[config.mk]
export PLATFORM = sky130hd
export DESIGN_NAME = nand_result_serializer
export DESIGN_NICKNAME = d
export VERILOG_FILES = /design/src/rtl/nand_result_serializer_pkg.sv /design/src/rtl/nand_result_serializer_fifo.sv /design/src/rtl/nand_result_serializer.sv
export SDC_FILE = /design/constraint.sdc
export NUM_CORES = 1
export LEC_CHECK = 0
export ABC_AREA = 1
export BUFFER_PORTS_ARGS = -buffer_cell sky130_fd_sc_hd__buf_4
export CORE_MARGIN = 10
export CORE_UTILIZATION = 59
export CTS_BUF_LIST = sky130_fd_sc_hd__clkbuf_8 sky130_fd_sc_hd__clkbuf_16
export CTS_CLUSTER_DIAMETER = 100
export CTS_CLUSTER_SIZE = 40
export DETAILED_ROUTE_END_ITERATION = 6
export HOLD_SLACK_MARGIN = 0.05
export PLACE_DENSITY_LB_ADDON = 0.15
export REMOVE_ABC_BUFFERS = 1
export SLEW_MARGIN = 20
export SYNTH_ARGS = -nofsm -noshare
export SYNTH_HDL_FRONTEND = slang
export SYNTH_SLANG_ARGS = --single-unit
[constraint.sdc]
create_clock -name clk -period 2.7 [get_ports clk]
set_input_delay 0.54 -clock clk [delete_from_list [all_inputs] [get_ports clk]]
set_output_delay 0.54 -clock clk [all_outputs]
set_load 0.05 [all_outputs]
[src/rtl/nand_result_serializer_pkg.sv]
// Shared definitions for the NAND result serializer slice.
//   NAND_WIDTH : word width produced by the NAND stage (default WIDTH)
//   state_t    : serializer FSM state encoding
package nand_result_serializer_pkg;

  localparam int unsigned NAND_WIDTH = 8;

  typedef enum logic [1:0] {
    IDLE   = 2'd0,
    SHIFT  = 2'd1,
    PARITY = 2'd2
  } state_t;

endpackage

[src/rtl/nand_result_serializer_fifo.sv]
// nand_result_fifo: DEPTH x WIDTH word buffer with registered count.
// Ports:
//   clk, reset : rising-edge clock, asynchronous active-high reset
//   push       : write wr_data at wr_ptr (caller guarantees !full)
//   pop        : advance rd_ptr (caller guarantees !empty)
//   wr_data    : word to store
//   rd_data    : head word, combinational read
//   full/empty : decoded from the registered count
module nand_result_fifo
  import nand_result_serializer_pkg::*;
#(
  parameter int unsigned WIDTH  = NAND_WIDTH,
  parameter int unsigned DEPTH  = 4,
  parameter int unsigned ADDR_W = 2
) (
  input  logic             clk,
  input  logic             reset,
  input  logic             push,
  input  logic             pop,
  input  logic [WIDTH-1:0] wr_data,
  output logic [WIDTH-1:0] rd_data,
  output logic             full,
  output logic             empty
);

  localparam logic [ADDR_W:0] FULL_COUNT = DEPTH[ADDR_W:0];

  logic [WIDTH-1:0]  mem [DEPTH];
  logic [ADDR_W-1:0] wr_ptr;
  logic [ADDR_W-1:0] rd_ptr;
  logic [ADDR_W:0]   count;

  always_ff @(posedge clk or posedge reset) begin
    if (reset) begin
      wr_ptr <= '0;
      rd_ptr <= '0;
      count  <= '0;
    end else begin
      if (push) wr_ptr <= wr_ptr + 1'b1;
      if (pop)  rd_ptr <= rd_ptr + 1'b1;
      case ({push, pop})
        2'b10:   count <= count + 1'b1;
        2'b01:   count <= count - 1'b1;
        default: count <= count;
      endcase
    end
  end

  // Storage needs no reset: nothing is read until a push has filled it.
  always_ff @(posedge clk) begin
    if (push) mem[wr_ptr] <= wr_data;
  end

  assign rd_data = mem[rd_ptr];
  assign full    = (count == FULL_COUNT);
  assign empty   = (count == '0);

endmodule

[src/rtl/nand_result_serializer.sv]
// nand_result_serializer: buffers NAND result words and emits each one
// LSB first followed by an even-parity bit.
// Ports:
//   clk, reset          : rising-edge clock, asynchronous active-high reset
//   in_data/in_valid    : input word handshake; in_ready = FIFO not full
//   ser_out/ser_valid   : serial bit stream; ser_ready accepts a bit
//   ser_last            : marks the parity (frame end) bit
//   words_sent          : completed frames, wraps at 256
module nand_result_serializer
  import nand_result_serializer_pkg::*;
#(
  parameter int unsigned WIDTH  = NAND_WIDTH,
  parameter int unsigned DEPTH  = 4,
  parameter int unsigned ADDR_W = 2
) (
  input  logic             clk,
  input  logic             reset,
  input  logic [WIDTH-1:0] in_data,
  input  logic             in_valid,
  output logic             in_ready,
  output logic             ser_out,
  output logic             ser_valid,
  output logic             ser_last,
  input  logic             ser_ready,
  output logic [7:0]       words_sent
);

  localparam int unsigned     CNT_W    = $clog2(WIDTH);
  localparam logic [CNT_W-1:0] LAST_BIT = CNT_W'(WIDTH - 1);

  state_t           state;
  state_t           next_state;
  logic [WIDTH-1:0] shreg;
  logic             parity;
  logic [CNT_W-1:0] bitcnt;
  logic             push;
  logic             pop;
  logic             full;
  logic             empty;
  logic [WIDTH-1:0] head;

  assign in_ready = !full;
  assign push     = in_valid && in_ready;

  nand_result_fifo #(
    .WIDTH  (WIDTH),
    .DEPTH  (DEPTH),
    .ADDR_W (ADDR_W)
  ) u_fifo (
    .clk     (clk),
    .reset   (reset),
    .push    (push),
    .pop     (pop),
    .wr_data (in_data),
    .rd_data (head),
    .full    (full),
    .empty   (empty)
  );

  always_ff @(posedge clk or posedge reset) begin
    if (reset) state <= IDLE;
    else       state <= next_state;
  end

  // The parity-bit handshake reloads directly so back-to-back frames
  // have no idle cycle between them.
  always_comb begin
    next_state = state;
    pop        = 1'b0;
    case (state)
      IDLE: begin
        if (!empty) begin
          pop        = 1'b1;
          next_state = SHIFT;
        end
      end
      SHIFT: begin
        if (ser_ready && (bitcnt == LAST_BIT)) next_state = PARITY;
      end
      PARITY: begin
        if (ser_ready) begin
          if (!empty) begin
            pop        = 1'b1;
            next_state = SHIFT;
          end else begin
            next_state = IDLE;
          end
        end
      end
      default: next_state = IDLE;
    endcase
  end

  always_ff @(posedge clk or posedge reset) begin
    if (reset) begin
      shreg      <= '0;
      parity     <= 1'b0;
      bitcnt     <= '0;
      words_sent <= '0;
    end else begin
      if (pop) begin
        shreg  <= head;
        parity <= ^head;
        bitcnt <= '0;
      end else if ((state == SHIFT) && ser_ready) begin
        shreg  <= shreg >> 1;
        bitcnt <= bitcnt + 1'b1;
      end
      if ((state == PARITY) && ser_ready) words_sent <= words_sent + 1'b1;
    end
  end

  always_comb begin
    ser_out   = 1'b0;
    ser_valid = 1'b0;
    ser_last  = 1'b0;
    case (state)
      SHIFT: begin
        ser_out   = shreg[0];
        ser_valid = 1'b1;
      end
      PARITY: begin
        ser_out   = parity;
        ser_valid = 1'b1;
        ser_last  = 1'b1;
      end
      default: ;
    endcase
  end

endmodule

==> results of run 1 <==
==> critical path, stage by stage (launching register included) <==
cell     delay, ps
dfrtp_1        430
inv_1          100
ha_1           230
nand2_1        160
inv_1          120
o21ai_2         60
inv_1           80
ha_1           150
inv_1           70
fa_1           370
a21oi_1        150
o21ai_0        120
xor2_1         160
==> stage by stage <==
step / power [uW] / std cells / hold WS, ps
after floorplan: 3160 / 330 / 446
after global placement: 3700 / 430 / 461
after detailed placement: 3770 / 430 / 469
after CTS: 4500 / 446 / 272
after global routing: 4890 / 446 / 302
final: 4460 / 446 / 271
==> sequential cells by signal, indices dropped and copies added, names as in the netlist <==
signal,count
bitcnt,3
parity,1
shreg,8
state,2
u_fifo.count,3
u_fifo.mem,32
u_fifo.rd_ptr,2
u_fifo.wr_ptr,2
words_sent,8
==> final cells by class <==
class / count / share of cell area, %
multi-input cells: 241 / 34.6
clock inverters: 4 / 0.464
flip-flops and latches: 61 / 48.1
repair buffers: 30 / 6.42
well taps: 70 / 2.50
inverters: 28 / 3.21
clock buffers: 12 / 4.71
==> worst max-delay path by stage <==
stage	from	end	slack, ps
final	state[0]$_DFFE_PP0P_	u_fifo.count[2]$_DFFE_PP0P_	380
after global routing	state[0]$_DFFE_PP0P_	u_fifo.count[2]$_DFFE_PP0P_	170
after CTS	state[0]$_DFFE_PP0P_	u_fifo.count[2]$_DFFE_PP0P_	380
after detailed placement	state[0]$_DFFE_PP0P_	u_fifo.count[2]$_DFFE_PP0P_	410
after global placement	state[0]$_DFFE_PP0P_	u_fifo.count[2]$_DFFE_PP0P_	510
after floorplan	state[0]$_DFFE_PP0P_	u_fifo.count[2]$_DFFE_PP0P_	-120
==> cell usage in the layout, fill, tap and decap left out, types with 2 or more instances in the layout <==
cell type / instances
nor2_1: 21
xnor2_1: 2
o21ai_0: 11
xor2_1: 10
edfxtp_1: 32
nand2_1: 130
ha_1: 13
buf_4: 30
inv_1: 29
nand2_2: 11
nand3_1: 23
a21oi_1: 10
clkbuf_8: 12
a31oi_1: 2
dfrtp_1: 29
==> layer usage <==
| layer | vias up | part of all wire (%) | GRT usage (%) |
|---|---|---|---|
| met4 | 0 | 1.5 | 8.74 |
| met5 | - | 0 | 0 |
| li1 | 1147 | - | - |
| met2 | 37 | 47 | 23.3 |
| met1 | 1019 | 48 | 17.6 |
| met3 | 7 | 3.8 | 3.79 |
==> cells by family (layout without fill, tap and decap cells) <==
logic type	after synthesis	in the layout	share of synthesized area (%)
XOR/XNOR	12	12	3.40
AO/OA/AOI/OAI	27	27	4.86
buffers and inverters	37	74	6.19
AND/OR/NAND/NOR	188	188	25.1
adder cells (fa/ha/maj)	14	14	5.91
flip-flops	61	61	54.6
==> power groups by stage <==
stage | Sequential (uW) | Clock, uW | Combinational, uW
after global routing | 1570 | 774 | 2550
after CTS | 1540 | 732 | 2230
final | 1540 | 718 | 2210
after detailed placement | 1550 | 0 | 2220
after floorplan | 1610 | 0 | 1550
after global placement | 1540 | 0 | 2160
==> results list, run 1 <==
* Result of the run: complete, no violations
- The via count of the first global-routing pass came to 2266.
- The worst setup path is captured at a register.
- Endpoint of the worst register-to-register path: u_fifo.count[2]$_DFFE_PP0P_
- Total of max-cap violations: 0
- In the post-route analysis, the smallest setup slack over all paths is 377 ps.
* Multi-input logic area: 0.00121 mm2
* Pin count of the biggest net entering global routing: 30
- Final design instance area without fill: 0.00351 mm2
* Fraction of power spent switching nets: 45.4%
- DPL Wire Length: 4.05 mm
* I/O pin count: 24
- Pre-CTS setup slack: 411 ps
- After global routing the overflow that remains totals 0.
- Share of the yosys chip area belonging to registers: 54.6%
- Cells with a size suffix above 1 make up 15.4% of the layout.
* Wire length reported by the detailed router: 5.70 mm
* Leading register cell type out of synthesis: edfxtp_1
* Worst clock skew: 7.22 ps
- Once the clock tree was built, the setup fixing pass inserted 0 buffers.
- # setup viols final: 0
- Most numerous cell types in the synthesized netlist: nand2_1, edfxtp_1, dfrtp_1, inv_1, nand3_1
- Static timing analysis puts the maximum clock frequency at 431 MHz.
- Register-to-register path setup slack: 380 ps
- Crit path max fanout: 5
* Flop pwr share: 34.4%
- The initialized floorplan defines 26 standard-cell rows.
- The floorplan step defined a die boundary enclosing 0.00854 mm2.
- Last weighted congestion value of the routability-driven placer: 0.775
- Hold/Removal Path Class: primary input to asynchronous set/reset pin
- Final Max Tran Viols: 0
* Number of antenna diodes: 0
- The first detailed-routing pass took 5 iterations.
- The longest clock path from root to sink contains 2 buffers.
- For the final routed database, the setup TNS stands at 0 ps.
- Share of power burned in combinational logic: 49.5%
- Global-route wire length before repair: 9.96 mm
- Utilization after layout: 68.7%
- Summed over all cells, the static leakage comes to 0.00174 uW.
- Fill cells: 401
- Cell Pwr Density: 1270 mW/mm2
- After synthesis, the cell types taking the most area are edfxtp_1, dfrtp_1, nand2_1.
- Yosys cell types: 27
- Endpoint required time on the critical path: 2910 ps
- Int Pwr: 2430 uW
- Detailed-route via count: 2210
* I/O Buffers: 23
- Floorplan core area: 0.00511 mm2
- Summed over all nets, the switching power comes to 2020 uW.
- Post-synthesis instance total: 339
- Final antenna-violating net count: 0
- The number of antenna violations at the first check in global routing came to 0.
- After synthesis, the largest area contributor takes up 31.1% of total cell area.
- H-tree depth: 3
* Cell taking the most area after synthesis: edfxtp_1
- Yosys printed 0 warnings.
- Counting every sink on the clock net gives 61.
- Floorplan die width: 92.4 um
- Post-CTS Hold Buffers: 0
- The placed instances occupy a cell area of 0.00333 mm2.
- Clk Latency, worst-skew pair: 340 ps
- Initial Utilization: 60.5%
* Register area: 0.00169 mm2
* Drt drc: 0
- Maximum resistive drop on vdd: 696 uV
- Part of the power in the clock network: 16.1%
* Setup repair after global routing missed its margin: no
- The worst register-to-register path has a depth of 12.
* Data arrival time of the critical path: 2530 ps
* Count of instances resized after the clock tree is built: 0
- The first routing iteration left 127 violations.
* Min Clock Period, post-route: 2320 ps
* Startpoint type of the worst setup path: register
* Die height: 92.4 um
* Final Cycle Share: 86.0%
- The final layout contains 397 nets.
* Combined area of all synthesized cells: 0.00309 mm2
* Critical Setup Path Class: register to register
- Headroom to the max-slew limit came out at 47.3%.
* Transition time at the pin with the least slew margin: 790 ps
- Layout overhead on the synthesized area: 13.4%
- CTS tree: built
* Async S/R FF share, synth: 47.5%
* Overall routing resource usage: 14.7%
- EDFF count, synth: 32
- Final count of hold timing violations: 0
- The worst register-to-register path begins at state[0]$_DFFE_PP0P_.
- TritonCTS created 9 clock buffers.
- Mean cell area of the mapped netlist: 9.12 um2
* Dominant cell by count in the synthesized netlist: nand2_1
* Clock slew seen by the registers of the worst setup and hold paths: 60 ps
* Detail-routed via count per cell: 4.96
- After detailed routing, the average wire length per cell comes to 12.8 um.
* Synthesis-stage register bit count: 61
- The tree is rooted in a clkbuf_8.
Power figures use the tool's default switching activity.
==> run 2, diff against run 1 <==
CORE_UTILIZATION = 40   (was 59)
==> results list, run 2 (synthesized netlist as in run 1, its figures left out) <==
* Result of the run: complete, no violations
- The via count of the first global-routing pass came to 2144 (-5.4%).
* Final sum of negative setup slack: 0 ps (unchanged)
* TritonCTS buffer count: 9 (unchanged)
- Number of nets in the finished design: 399 (+0.50%)
- Data arrival time of the critical path: 2540 ps (about the same)
- Area of the die: 0.0116 mm2 (+36%)
* Setup repair after global routing missed its margin: no
* Floorplan core area: 0.00737 mm2 (+44%)
* Last weighted congestion value of the routability-driven placer: 0.741 (-4.4%)
* Cell Pwr Density: 1270 mW/mm2 (+0.19%)
- Buffer and inverter count on the worst path: 4 (unchanged)
- The relative slew slack is 75.0% (+28 points).
- Wire length reported by the detailed router: 6.14 mm (+7.6%)
- Initial antenna violation count: 0 (unchanged)
- The total congestion overflow came to 0 (unchanged).
- The final standard cell count with taps included and fillers excluded came to 477 (+7.0%).
- Final design instance area without fill: 0.00356 mm2 (+1.5%)
- The clock latency at the later pin of the worst-skew pair is 340 ps (about the same).
- The highest fanout seen on the critical path was 5 (unchanged).
- The required time of the critical path was 2920 ps (about the same).
- Most frequent cells in the layout: nand2_1, buf_4, edfxtp_1, dfrtp_1, inv_1
* Startpoint type of the worst setup path: register
- From synthesis to final layout, the design area changed by 15.1%.
- The number of placement rows came to 31 (+19%).
- The final hold violation count came to 0 (unchanged).
- Maximum resistive drop on vdd: 423 uV (-39%)
- The maximum number of pins on one net before global-route repair is 30 (unchanged).
* Timing-limited maximum frequency: 431 MHz (about the same)
- Worst path slowest cell: dfrtp_1
- Slack of the critical path: 379 ps (+2.18 ps)
- The fill cell total of the finished layout is 736 (+84%).
- The peak per-stage delay on the critical path was 430 ps (about the same).
- The count of buffers from port buffering is 23 (unchanged).
- The height of the die was 108 um (+17%).
* Min Clock Period, post-route: 2320 ps (-2.18 ps)
* Sequence of cells on the critical path: inv_1 -> ha_1 -> nand2_1 -> inv_1 -> o21ai_2 -> inv_1 -> ha_1 -> inv_1 -> fa_1 -> a21oi_1 -> o21ai_0 -> xor2_1
- The leakage power total came to 0.00174 uW (+0.14%).
- Final Max Tran Viols: 0 (unchanged)
- Dpl cell area: 0.00338 mm2 (+1.5%)
* Post-CTS Hold Buffers: 0 (unchanged)
- Critical path's most frequent cell: inv_1
- The first-pass detailed-route iteration total is 4 (-1).
- Global-route wire length before repair: 10.2 mm (+2.4%)
- The HPWL reported at the end of detailed placement is 4.41 mm (+8.9%).
- STA classifies the critical path endpoint as a register.
- Leaving out fill and tap cells, the most frequent cell in the layout is nand2_1.
- The tightest min-delay check is of the primary input to asynchronous set/reset pin type.
* Total of max-cap violations: 0 (unchanged)
- Reg with most FFs: u_fifo.mem
- Critical Setup Path Class: register to register
- Post-CTS setup-driven buffer insertion count: 0 (unchanged)
- The residual DRC count was 0 (unchanged).
- Register-to-register path setup slack: 380 ps (about the same)
- The cell count after placement came to 461 (+7.2%).
* Fraction of layout cells with a size suffix above 1: 15.9% (+0.45 points)
- Mean routed wirelength per cell: 12.9 um (+0.63%)
- Final Cycle Share: 85.9% (about the same)
- Max Buffers Root-to-Sink: 2 (unchanged)
- Clock slew seen by the registers of the worst setup and hold paths: 70 ps (about the same)
* WHS: 268 ps (-3.40 ps)
- The flip-flop count of the largest register after layout is 32 (unchanged).
* I/O pin count: 24 (unchanged)
* Detail-routed via count per cell: 4.65 (-6.1%)
* H-tree depth: 3 (unchanged)
* Pre-CTS setup slack: 380 ps (-30.4 ps)
- # setup viols final: 0 (unchanged)
- Detailed-route via count: 2220 (+0.45%)
* Final antenna-violating net count: 0 (unchanged)
* Count of instances resized after the clock tree is built: 0 (unchanged)
- The cell sitting at the root of the clock tree is a clkbuf_8.
- Family of cells with the greatest summed delay on the critical path: adder cells
* CTS tree: built
- The final clock skew was 8.41 ps (+1.19 ps).
- Initial detailed-routing violation count: 100 (-21%)
- The count of inserted antenna diode cells is 0 (unchanged).
* Clock sink count: 61 (unchanged)
- The horizontal extent of the die came to 108 um (+17%).
- Transition time at the pin with the least slew margin: 374 ps (-416 ps)
- Initial Utilization: 42.0% (-19 points)
- The overall fraction of global-route tracks in use came to 11.2% (-3.5 points).
* Leading registers by flop count: u_fifo.mem x32, shreg x8, words_sent x8
[run 2: cell count changes in the layout (fill, tap and decap cells not counted), sizes merged]
| cell | before | now |
|---|---|---|
| buf | 30 | 32 |
| inv | 31 | 30 |
| clkbuf | 12 | 9 |
| bufinv | 0 | 1 |
| clkinvlp | 0 | 1 |
| clkinv | 1 | 3 |
[run 2: per-stage QoR]
step	total power [uW]	util [%]
after floorplan	3160	-
after global placement	3760	45.8
after detailed placement	3810	45.8
after CTS	4590	48.3
after global routing	4970	48.3
final	4530	48.3
[run 2: layer usage]
metal  global-route usage [%]  share of wire (%)  vias up
met5                        0                  0        -
met4                     5.15                2.0        0
met3                     3.11                3.2       10
met2                     18.1                 47       29
met1                     13.6                 47     1022
li1                         -                  -     1159
[run 2: worst paths after layout]
kind | from | endpoint | cells past startpoint
setup / recovery | state[0]$_DFFE_PP0P_ | u_fifo.count[2]$_DFFE_PP0P_ | 12
hold / removal | reset | words_sent[4]$_DFFE_PP0P_ | 3
setup reg to reg | state[0]$_DFFE_PP0P_ | u_fifo.count[2]$_DFFE_PP0P_ | 12
hold reg to reg | words_sent[7]$_DFFE_PP0P_ | words_sent[7]$_DFFE_PP0P_ | 1
max in group asynchronous | reset | shreg[7]$_DFFE_PP0P_ | 3
min in group clk | in_data[0] | u_fifo.mem[2][0]$_DFFE_PP_ | 1
[run 2: worst reg2reg max path, stage by stage (launching register included)]
cell     delay (ps)
dfrtp_1         430
inv_1           110
ha_1            240
nand2_1         160
inv_1           120
o21ai_2          60
inv_1            80
ha_1            140
inv_1            70
fa_1            380
a21oi_1         150
o21ai_0         110
xor2_1          160
[run 2: layout make-up]
type                    count  area (um2)  share of cell area [%]
repair buffers             32         240                    6.75
flip-flops and latches     61        1690                    47.4
inverters                  28         113                    3.16
clock buffers               9         124                    3.48
clock inverters             7        58.8                    1.65
well taps                  99         124                    3.48
multi-input cells         241        1210                    34.1
[run 2: report_power, final]
group | leakage (uW) | switching, uW | internal [uW] | total (uW)
Clock | 0.0000990 | 350 | 413 | 762
Sequential | 0.000651 | 165 | 1290 | 1460
Combinational | 0.000992 | 1550 | 766 | 2310
==> run 3, diff against run 2 <==
REMOVE_ABC_BUFFERS = not set   (was 1)
==> results list, run 3 (synthesized netlist as in run 1, its figures left out) <==
* TritonCTS buffer count: 9 (unchanged)
- The required time of the critical path was 2910 ps (about the same).
* Root Driver: clkbuf_8
- The residual DRC count came to 0 (unchanged).
- Final sum of negative setup slack: 0 ps (unchanged)
- Max FFs per register: 32 (unchanged)
- The path class of the tightest hold or removal check is primary input to asynchronous set/reset pin.
- Final Cycle Share: 84.9% (-1.1 points)
* Register-to-register path setup slack: 410 ps (+30 ps)
* Most frequent cells in the layout: nand2_1, buf_4, edfxtp_1, inv_1, dfrtp_1
* Critical Setup Path Class: register to register
- H-tree depth: 3 (unchanged)
* Cell Pwr Density: 1250 mW/mm2 (-1.6%)
- Final antenna-violating net count: 0 (unchanged)
- The maximum operating frequency is 436 MHz (+1.3%).
- Critical path's most frequent cell: inv_1
- Max Buffers Root-to-Sink: 2 (unchanged)
- Reg with most FFs: u_fifo.mem
- The largest registers in the layout are u_fifo.mem x32, shreg x8, words_sent x8.
- The routed wire length came to 6.02 mm (-1.9%).
* Mean routed wirelength per cell: 12.6 um (-1.7%)
- The total via count in the routed design was 2205 (-0.68%).
* Min Clock Period, post-route: 2290 ps (-29.0 ps)
- The number of resized instances in the post-cts repair step is 0 (unchanged).
- Setup repair after global routing missed its margin: no
- The highest fanout seen on the critical path is 5 (unchanged).
* Via count of the first global-routing pass: 2144 (unchanged)
- Clock slew seen by the registers of the worst setup and hold paths: 70 ps (about the same)
* Last weighted congestion value of the routability-driven placer: 0.748 (+0.89%)
- The maximum vdd drop is 434 uV (+2.6%).
- Global-route wire length before repair: 10.2 mm (unchanged)
* Pre-CTS setup slack: 451 ps (+71.0 ps)
* # setup viols final: 0 (unchanged)
* Category of the worst setup path capture point: register
* Final count of hold timing violations: 0 (unchanged)
- I/O pin count: 24 (unchanged)
- Leakage Power: 0.00173 uW (-0.57%)
- Detailed-routing iteration count for the pre-antenna-repair pass: 4 (unchanged)
* Overall routing resource usage: 11.1% (-0.075 points)
- The count of final max-slew check failures came to 0 (unchanged).
- The max-capacitance violation count is 0 (unchanged).
- The peak per-stage delay on the critical path is 430 ps (about the same).
- The run finished with clean final reports.
- The final clock skew came to 13.8 ps (+5.40 ps).
- Number of nets in the finished design: 399 (unchanged)
- The number of design-rule violations left by the first detailed-router iteration is 95 (-5.0%).
- Walking the worst path, the cells encountered are inv_1 -> ha_2 -> nand2_1 -> inv_1 -> o21ai_2 -> inv_1 -> ha_1 -> inv_1 -> fa_1 -> a21oi_1 -> o21ai_0 -> xor2_1.
- STA classifies the critical path startpoint as a register.
- The count of buffers from port buffering was 23 (unchanged).
- Data arrival time of the critical path: 2500 ps (-40 ps)
- The number of placement rows is 31 (unchanged).
* Remaining Overflow, GRT: 0 (unchanged)
- Clock sink count: 61 (unchanged)
- Die height: 108 um (unchanged)
- CTS tree: built
* Detail-routed via count per cell: 4.63 (-0.47%)
- The slew at the pin closest to its max-slew limit was 486 ps (+112 ps).
- The clock latency at the later pin of the worst-skew pair came to 340 ps (about the same).
- Headroom to the max-slew limit: 67.6% (-7.4 points)
- Post-CTS Hold Buffers: 0 (unchanged)
- The number of antenna violations at the first check in global routing was 0 (unchanged).
- The core area is 0.00737 mm2 (unchanged).
- Total nets after synthesis: 365
- The maximum number of pins on one net before global-route repair is 30 (unchanged).
- Number of antenna diodes: 0 (unchanged)
- The HPWL reported at the end of detailed placement came to 4.29 mm (-2.5%).
- The initial cell density of the core is 42.0% (unchanged).
- The setup slack of the critical path after layout is 408 ps (+29.0 ps).
- Area of the die: 0.0116 mm2 (unchanged)
- Most frequent standard cell in the layout excluding fill and tap cells: nand2_1
- Worst path slowest cell: dfrtp_1
- Post-CTS setup-driven buffer insertion count: 0 (unchanged)
- Floorplan die width: 108 um (unchanged)
- From synthesis to final layout, the design area changed by 14.1%.
- Fraction of layout cells with a size suffix above 1: 15.6% (-0.22 points)
-- run 3: path summary, 6_finish.rpt --
| check | startpoint | to | cells after the start |
|---|---|---|---|
| max | state[0]$_DFFE_PP0P_ | u_fifo.count[2]$_DFFE_PP0P_ | 12 |
| min reg2reg | words_sent[7]$_DFFE_PP0P_ | words_sent[7]$_DFFE_PP0P_ | 1 |
| max reg2reg | state[0]$_DFFE_PP0P_ | u_fifo.count[2]$_DFFE_PP0P_ | 12 |
| max in group asynchronous | reset | shreg[1]$_DFFE_PP0P_ | 3 |
| min in group clk | in_data[6] | u_fifo.mem[1][6]$_DFFE_PP_ | 1 |
| min | reset | words_sent[3]$_DFFE_PP0P_ | 3 |
-- run 3: per-stage QoR --
stage	power (uW)	cells	util, %	cell area [um2]	hold slack (ps)
floorplan	3300	339	-	3090	446
global placement	3790	461	45.9	3380	458
detailed placement	3820	461	45.9	3380	465
CTS	4480	476	47.9	3530	285
global route	4870	476	47.9	3530	294
finish	4420	476	47.9	3530	274
-- run 3: critical path: cells and delay by family, from the launching register on --
family	cells	cell delay (ps)
XOR/XNOR	1	150
AND/OR/NAND/NOR	1	140
flip-flops	1	430
adder cells (fa/ha/maj)	3	750
buffers and inverters	4	370
AO/OA/AOI/OAI	3	330
-- run 3: area by class of cell --
cell class / count / area [um2]
inverters: 28 / 113
repair buffers: 32 / 240
flip-flops and latches: 61 / 1690
clock inverters: 6 / 25.0
fillers: 747 / 3840
clock buffers: 9 / 124
multi-input cells: 241 / 1220
well taps: 99 / 124
-- run 3: where the power goes --
part	switching (uW)	leakage [uW]	total, uW	internal [uW]
registers	178	0.000651	1470	1290
logic	1540	0.000991	2310	767
clock network	332	0.0000901	643	311
total	2050	0.00173	4420	2370
-- run 3: metal layers --
layer	global-route usage [%]	up-vias	wire length, um
met4	3.82	0	76
met5	0	-	0
li1	-	1152	-
met1	14.0	1019	2910
met3	3.53	8	211
met2	17.7	26	2820
